<file path="src/rtl/rv_hazard_unit.sv">
// Hazard unit for the 5-stage pipeline: EX forwarding selects, load-use / MUL-DIV stalls, branch flushes.
// Optional stall performance counter is enabled by defining HAZ_PERF_EN.
module rv_hazard_unit #(
  parameter int REG_AW = 5,
  parameter int MD_LAT = 4,
  parameter int PERF_W = 32
) (
  input  logic              clk_i,
  input  logic              rst_n_i,
  input  logic [REG_AW-1:0] id_rs1_i,
  input  logic [REG_AW-1:0] id_rs2_i,
  input  logic              id_use_rs1_i,
  input  logic              id_use_rs2_i,
  input  logic [REG_AW-1:0] id_rd_i,
  input  logic              id_reg_write_i,
  input  logic              id_md_i,
  input  logic [REG_AW-1:0] ex_rs1_i,
  input  logic [REG_AW-1:0] ex_rs2_i,
  input  logic              ex_use_rs1_i,
  input  logic              ex_use_rs2_i,
  input  logic [REG_AW-1:0] ex_rd_i,
  input  logic              ex_reg_write_i,
  input  logic              ex_mem_read_i,
  input  logic              ex_md_i,
  input  logic              mem_reg_write_i,
  input  logic [REG_AW-1:0] mem_rd_i,
  input  logic              wb_reg_write_i,
  input  logic [REG_AW-1:0] wb_rd_i,
  input  logic              branch_taken_i,
  output logic [1:0]        forward_a_o,
  output logic [1:0]        forward_b_o,
  output logic              stall_o,
  output logic              flush_if_o,
  output logic              flush_id_o,
  output logic              md_busy_o,
  output logic              md_done_o,
  output logic [REG_AW-1:0] md_rd_o,
  output logic [PERF_W-1:0] perf_stall_cnt_o
);

  localparam int CNT_W = $clog2(MD_LAT + 1);
  localparam logic [REG_AW-1:0] REG_X0 = {REG_AW{1'b0}};

  typedef enum logic [1:0] {
    ST_IDLE = 2'd0,
    ST_BUSY = 2'd1,
    ST_DONE = 2'd2
  } md_state_e;

  md_state_e         state_r, state_s;
  logic [CNT_W-1:0]  cnt_r, cnt_s;
  logic [REG_AW-1:0] md_rd_r, md_rd_s;
  logic              load_use_s, md_ex_s, md_dep_s, haz_s;

  function automatic logic src_hit(input logic use_rs, input logic [REG_AW-1:0] rs,
                                   input logic [REG_AW-1:0] r);
    return use_rs && (rs != REG_X0) && (rs == r);
  endfunction

  // MEM result is younger than WB, so it takes priority
  function automatic logic [1:0] fwd_sel(input logic use_rs, input logic [REG_AW-1:0] rs,
                                         input logic mem_wr, input logic [REG_AW-1:0] mem_rd,
                                         input logic wb_wr, input logic [REG_AW-1:0] wb_rd);
    if (mem_wr && src_hit(use_rs, rs, mem_rd)) begin
      return 2'b10;
    end else if (wb_wr && src_hit(use_rs, rs, wb_rd)) begin
      return 2'b01;
    end else begin
      return 2'b00;
    end
  endfunction

  function automatic logic id_hit(input logic [REG_AW-1:0] r);
    return src_hit(id_use_rs1_i, id_rs1_i, r) || src_hit(id_use_rs2_i, id_rs2_i, r);
  endfunction

  // EX operand forwarding selects
  always_comb begin
    forward_a_o = fwd_sel(ex_use_rs1_i, ex_rs1_i, mem_reg_write_i, mem_rd_i, wb_reg_write_i, wb_rd_i);
    forward_b_o = fwd_sel(ex_use_rs2_i, ex_rs2_i, mem_reg_write_i, mem_rd_i, wb_reg_write_i, wb_rd_i);
  end

  // MUL/DIV scoreboard next state; an issue outside IDLE cannot happen and is ignored
  always_comb begin
    state_s = state_r;
    cnt_s   = cnt_r;
    md_rd_s = md_rd_r;
    case (state_r)
      ST_IDLE: begin
        if (ex_md_i) begin
          state_s = ST_BUSY;
          cnt_s   = CNT_W'(MD_LAT - 1);
          md_rd_s = ex_rd_i;
        end else begin
          state_s = ST_IDLE;
        end
      end
      ST_BUSY: begin
        if (cnt_r == {CNT_W{1'b0}}) begin
          state_s = ST_DONE;
        end else begin
          cnt_s = cnt_r - CNT_W'(1);
        end
      end
      ST_DONE: state_s = ST_IDLE;
      default: begin
        state_s = ST_IDLE;
        cnt_s   = {CNT_W{1'b0}};
      end
    endcase
  end

  // Scoreboard registers
  always_ff @(posedge clk_i) begin
    if (!rst_n_i) begin
      state_r <= ST_IDLE;
      cnt_r   <= {CNT_W{1'b0}};
      md_rd_r <= REG_X0;
    end else begin
      state_r <= state_s;
      cnt_r   <= cnt_s;
      md_rd_r <= md_rd_s;
    end
  end

  assign md_busy_o = (state_r != ST_IDLE);
  assign md_done_o = (state_r == ST_DONE);
  assign md_rd_o   = md_rd_r;

  // Stall/flush generation; a redirect squashes the stalled instruction anyway, so flush wins
  always_comb begin
    load_use_s = ex_mem_read_i && ex_reg_write_i && id_hit(ex_rd_i);
    md_ex_s    = ex_md_i && (id_hit(ex_rd_i) || id_md_i);
    md_dep_s   = md_busy_o && (id_hit(md_rd_r) ||
                 (id_reg_write_i && (id_rd_i == md_rd_r) && (md_rd_r != REG_X0)) || id_md_i);
    haz_s      = load_use_s || md_ex_s || md_dep_s;
    if (branch_taken_i) begin
      stall_o    = 1'b0;
      flush_if_o = 1'b1;
      flush_id_o = 1'b1;
    end else begin
      stall_o    = haz_s;
      flush_if_o = 1'b0;
      flush_id_o = haz_s;
    end
  end

`ifdef HAZ_PERF_EN
  logic [PERF_W-1:0] perf_cnt_r;

  // Saturating stall cycle counter
  always_ff @(posedge clk_i) begin
    if (!rst_n_i) begin
      perf_cnt_r <= {PERF_W{1'b0}};
    end else if (stall_o && (perf_cnt_r != {PERF_W{1'b1}})) begin
      perf_cnt_r <= perf_cnt_r + PERF_W'(1);
    end else begin
      perf_cnt_r <= perf_cnt_r;
    end
  end

  assign perf_stall_cnt_o = perf_cnt_r;
`else
  assign perf_stall_cnt_o = {PERF_W{1'b0}};
`endif

endmodule

</file>
<file path="config.mk">
export PLATFORM = sky130hd
export DESIGN_NAME = rv_hazard_unit
export DESIGN_NICKNAME = d
export VERILOG_FILES = /design/src/rtl/rv_hazard_unit.sv
export SDC_FILE = /design/constraint.sdc
export NUM_CORES = 1
export LEC_CHECK = 0
export CAP_MARGIN = 40
export CELL_PAD_IN_SITES_DETAIL_PLACEMENT = 1
export CELL_PAD_IN_SITES_GLOBAL_PLACEMENT = 1
export CORE_MARGIN = 10
export CORE_UTILIZATION = 20
export CTS_CLUSTER_SIZE = 14
export DETAILED_ROUTE_END_ITERATION = 8
export PLACE_DENSITY = 0.79
export SLEW_MARGIN = 20
export SYNTH_ARGS = -nofsm -noshare
export SYNTH_HDL_FRONTEND = slang
export SYNTH_SLANG_ARGS = --single-unit
</file>
<file path="constraint.sdc">
create_clock -name clk_i -period 1.9 [get_ports clk_i]
set_input_delay 0.38 -clock clk_i [delete_from_list [all_inputs] [get_ports clk_i]]
set_output_delay 0.38 -clock clk_i [all_outputs]
set_load 0.01 [all_outputs]
</file>
# --- Word level (Yosys, flattened, before mapping) ---
# Cells that the tools add are included.
word_totals:
  register_bits: 10
  in_bits: 54
  output_inout_bits: 46
  elab_cells: 71
classes:
  n_addsub: 1
  eq_ne: 14
  muxes: 13
  n_bitwise: 1
  reduce_logical: 39
op_table:
  columns: ["cell", "n"]
  rows:
  - ["$eq A5 B5 Y1", 9]
  - ["$reduce_bool A5 Y1", 5]
  - ["$logic_and A1 B1 Y1", 22]
  - ["$pmux W3 S3", 1]
  - ["$logic_or A1 B1 Y1", 7]
  - ["$mux W1", 6]
  - ["$mux W2", 3]
  - ["$mux W3", 2]
  - ["$ne A2 B2 Y1 const B", 3]
  - ["$pmux W2 S2", 1]
  - ["$logic_not A3 Y1", 1]
  - ["$reduce_and A3 Y1", 1]
  - ["$sub A3 B1 Y3 const B", 1]
  - ["$eq A2 B1 Y1 const B", 1]
  - ["$eq A2 B2 Y1 const B", 1]
  - ["$logic_not A2 Y1", 1]
  - ["$reduce_and A2 Y1", 1]
  - ["$reduce_bool A2 Y1", 1]
  - ["$not A1 Y1", 1]

# --- Logic depth before layout (Yosys ltp) ---
depth:
  word_depth: 9
  depth_mapped: 7
  mapped_depth_nobuf: 7

# --- Worst setup path after synthesis ---
# OpenSTA, ideal clock, no wires.
synth_path:
  path_type: "in2out"
  startpoint: "input port id_rs2_i[1]"
  endpoint: "output port flush_id_o"
  arrival_ns: 1.641
  required_ns: 1.520
  path_slack_ns: -0.121
  stages: 5
  path_buffers: 0
  cell_sequence: "or4_1 > o21ai_2 > nor4_1 > a2111oi_2 > nand3b_1"
synth_via:
  elab_chain_len: 9
  elab_cells_between_ends: 17
  classes_between: "2 x eq/ne; 1 x mux; 14 x reduce/logical"
synth_rtl:
  columns: ["element", "line", "source"]
  rows:
  - ["from (decl)", "11", "input logic [REG_AW-1:0] id_rs2_i,"]
  - ["$reduce_bool A5 Y1", "57", "return use_rs && (rs != REG_X0) && (rs == r);"]
  - ["$logic_and A1 B1 Y1 (2 in a row)", "57", null]
  - ["$logic_or A1 B1 Y1", "74", "return src_hit(id_use_rs1_i, id_rs1_i, r) || src_hit(id_use_rs2_i, id_rs2_i, r);"]
  - ["$logic_or A1 B1 Y1, on equally long branches", "133, 134", null]
  - ["$logic_and A1 B1 Y1 or $logic_or A1 B1 Y1 (tied branches)", "133, 135", null]
  - ["$logic_or A1 B1 Y1 or $logic_and A1 B1 Y1 (tied branches)", "136, 134", null]
  - ["$logic_or A1 B1 Y1 *", "136", "haz_s = load_use_s || md_ex_s || md_dep_s;"]
  - ["$mux W1 *", "137", "if (branch_taken_i) begin"]
  - ["to (decl)", "34", "output logic flush_id_o,"]
# Mark *: on every way between the ends. The rest lies on a longest branch, timed or not.

# --- Worst setup path after layout ---
layout_path:
  startpoint: "input port id_rs2_i[3]"
  endpoint: "output port flush_id_o"
# Same word-level chain as after synthesis.

==> run_results.csv <==
group,metric,value,unit
run_status,status,"finished with violations",
run_status,violations,"negative setup slack",
critical_path,reg2reg_from,"state_r[1]",
die,design.die.area,10300,um^2
yosys,yosys_cell_types,34,
grt,total_congestion_overflow,0,
cells_and_area,antennaDiodeCount,0,
timing,max_freq,433,MHz
die,floorplan.rows,29,
clocking,cts_tree,"done",
route,route.antenna.remaining_nets,0,
worst_hold_path,min_delay_path_depth,2,
yosys,async_flop_share,0,%
critical_path,timing.rr.end,"md_rd_o[3]",
power_and_ir_drop,share_comb_of_total_power,57.1,%
power_and_ir_drop,p_leak,1.11,nW
worst_hold_path,hold_class,"reg -> reg",
cells_and_area,postLayoutCellArea,2480,um^2
place,placedInstanceArea,2210,um^2
timing,smallest_setup_slack_after_layout,-0.407,ns
grt,grt_pass1_wl,8.94,mm
critical_path,critical_path_required,1.52,ns
timing,rsz0062_at_grt,"true",
yosys,yosys_most_used_dff,"dfxtp_1",
place,dpl.cell_count,343,
cells_and_area,postLayoutCoreUtil,38.9,%
power_and_ir_drop,post-layout-total-power,0.00108,W
route,detail_route.first_pass.iterations,3,
critical_path,depth_of_the_most_critical_reg_to_reg_path,5,
yosys,syn_area,1320,um^2
power_and_ir_drop,power_frac_seq,23.1,%
critical_path,worst_ep_arrival_time,1.93,ns
clocking,clockBufferDepth,2,
power_and_ir_drop,powerDensity,434,nW/um^2
clocking,insertion_delay,0.23,ns
timing,min_period_over_period,121,%
yosys,syn_area_per_cell,7.87,um^2
critical_path,worstSetupStartpointType,"primary input",
timing,timing_hold_violations_final,0,
yosys,synth.yosys.warnings,0,
clocking,cts_inserted_buffers,3,
worst_hold_path,worst_hold_startpoint,"cnt_r[2]",
critical_path,path_class,"in -> out",
clocking,hold_buf_cts,0,
grt,grt_max_degree,9,
critical_path,cp_max_fo,2,
route,detail_route.wirelength,5.97,mm
worst_hold_path,whs_endpoint,"cnt_r[2]",
timing,post-route-min-period,2.31,ns
clocking,cts.clk_slew.worst_paths,0.04,ns
clocking,number_of_levels_the_h_tree_was_split_into,1,
cells_and_area,finalNetCount,333,
critical_path,end_kind,"primary output",
power_and_ir_drop,switching_fraction_of_total_power,36.5,%
die,initial_core_util,20.7,%
place,portBuffers,67,
cells_and_area,areaGrowthSynthToFinish,87.8,%
place,dpl.hpwl,4.84,mm
power_and_ir_drop,internal-power,0.000684,W
timing,setup_violations,4,
power_and_ir_drop,peakVddDrop,0.430,mV
clocking,clk_root_buffer_cell,"clkbuf_8",
timing,worst_clock_skew,0.00188,ns
power_and_ir_drop,pwr-share-clk,19.8,%
power_and_ir_drop,power.net_switching,0.000393,W
flow_run,maxCapViolations,0,
cells_and_area,final_layout_size_suffix_gt1_share,35.3,%
die,fp.dieH,101,um
timing,fin_tns_setup,-1.04,ns
route,first_iter_violations,16,
yosys,synth_seq_cells,10,
critical_path,r2r_slack,0.41,ns
die,floorplan.die.width,101,um
grt,track_usage,10.8,%
route,detail_route.vias_per_cell,4.26,
place,gp_congestion,0.842,
grt,grt_antenna_before_repair,0,
die,core_area,6390,um^2
timing,timing_max_transition_violations_final,0,
route,post_drt_wl_per_cell,17.0,um
clocking,cts.sinks,10,
yosys,synth_cells,168,
die,top_level_i_o_count,100,
route,vias,1499,
route,post-route-drc-count,0,
yosys,count_of_flip_flops_with_a_built_in_enable_after_synthesis,0,
cells_and_area,final_cell_count_no_fill,352,
yosys,synth_seq_area_share,15.1,%
grt,grt_pass1_vias,1751,
## cell type report
type                            instances  area [um^2]
Clock buffer                            3         41.3
Inverter                                4         15.0
Multi-Input combinational cell        151         1210
Fill cell                             768         3900
Tap cell                               77         96.3
Timing Repair Buffer                  107          921
Sequential cell                        10          203
## timing repair
| action | CTS | global route |
|---|---|---|
| endpoints found under the setup margin | 6 | 7 |
| buffers inserted | 4 | 4 |
| gates resized for setup | 143 | 23 |
| pin swaps | 28 | 22 |
## metrics by stage
| step | worst slack [ns] | hold slack (ns) |
|---|---|---|
| after floorplan | -0.0695 | 0.440 |
| after global placement | -1.07 | 0.449 |
| after detailed placement | -1.14 | 0.479 |
| after CTS | -0.409 | 0.485 |
| after global routing | -0.461 | 0.504 |
| final | -0.407 | 0.484 |
## power groups by stage
stage	clock (W)	combinational, W	sequential (W)
5_1_grt	0.000238	0.000670	0.000251
3_5_place_dp	0	0.000556	0.000252
4_1_cts	0.000222	0.000596	0.000249
3_3_place_gp	0	0.000533	0.000249
6_report	0.000213	0.000615	0.000249
2_1_floorplan	0	0.000283	0.000266
## logic make-up (layout without fill, tap and decap cells)
kind of cell	after synthesis	after routing	synth area share, %
adders and majority gates	2	2	1.89
muxes	5	5	3.78
and+or+nand+nor	51	51	21.2
AOI/OAI and AO/OA	17	17	8.42
DFF	10	10	15.1
xor gates and xnor gates	44	44	29.1
other	1	32	0.284
buffers and inverters	38	114	20.2
## worst max-delay path by stage
stage | to | from | depth (start not counted) | slack, ns
after floorplan | flush_id_o | id_rs1_i[1] | 5 | -0.07
after global placement | flush_id_o | id_rs1_i[1] | 7 | -1.07
after detailed placement | stall_o | id_rs1_i[1] | 7 | -1.14
after CTS | flush_id_o | md_rd_o[3] | 6 | -0.41
after global routing | flush_id_o | md_rd_o[3] | 6 | -0.46
final | flush_id_o | id_rs2_i[3] | 7 | -0.41
## flip-flops by register name, indices dropped and copies added, names as in the netlist
| name | cells |
|---|---|
| cnt_r | 3 |
| md_rd_o | 5 |
| state_r | 2 |
## cell usage in the layout (no fill, tap or decap), drive strengths merged
| master | count |
|---|---|
| buf | 60 |
| conb | 32 |
| xnor2 | 27 |
| clkdlybuf4s50 | 25 |
| xor2 | 17 |
| nor2 | 12 |
| dfxtp | 10 |
| dlygate4sd2 | 8 |
| a21oi | 7 |
| nor4 | 7 |
| clkdlybuf4s15 | 6 |
| clkbuf | 6 |
| or4 | 5 |
| nand3 | 5 |
| mux2i | 5 |
| dlymetal6s2s | 5 |
| o21ai | 5 |
| nand4 | 4 |
| nand2 | 4 |
| nor2b | 4 |
| nor3 | 4 |
| inv | 3 |
| ha | 2 |
| a2111oi | 2 |
| or2 | 1 |
| a21o | 1 |
| and2 | 1 |
| o31ai | 1 |
| nand3b | 1 |
| clkinv | 1 |
| a2bb2oi | 1 |
| and3 | 1 |
| nand2b | 1 |
| nand4b | 1 |
## critical path: stages
cell and delay [ns]:
buf_2 0.11, or4_4 0.54, o21ai_4 0.21, nor4_4 0.06
o31ai_2 0.35, nand3b_1 0.12, buf_2 0.16
## cells in the mapped netlist, drive strengths merged, types with 2 or more instances
cell	count	area share, %
mux2i	5	3.8
nor4	7	3.3
xnor2	27	18
nand3	5	1.9
nand4	4	1.9
buf	33	19
o21ai	5	2.2
a2111oi	2	1.8
a21oi	7	2.6
xor2	17	11
nand2	4	1.1
inv	3	0.85
or4	5	2.8
nor3	4	1.5
dfxtp	10	15
ha	2	1.9
nor2	12	3.6
nor2b	4	1.9
## per-layer routing
layer  wire, um  global-route usage [%]  up-vias
li1           -                       -      721
met1       2300                    11.1      699
met2       3090                    20.4       71
met3        505                    3.88        8
met4         81                    2.14        0
met5          0                       0        -
Power figures use the tool's default switching activity.
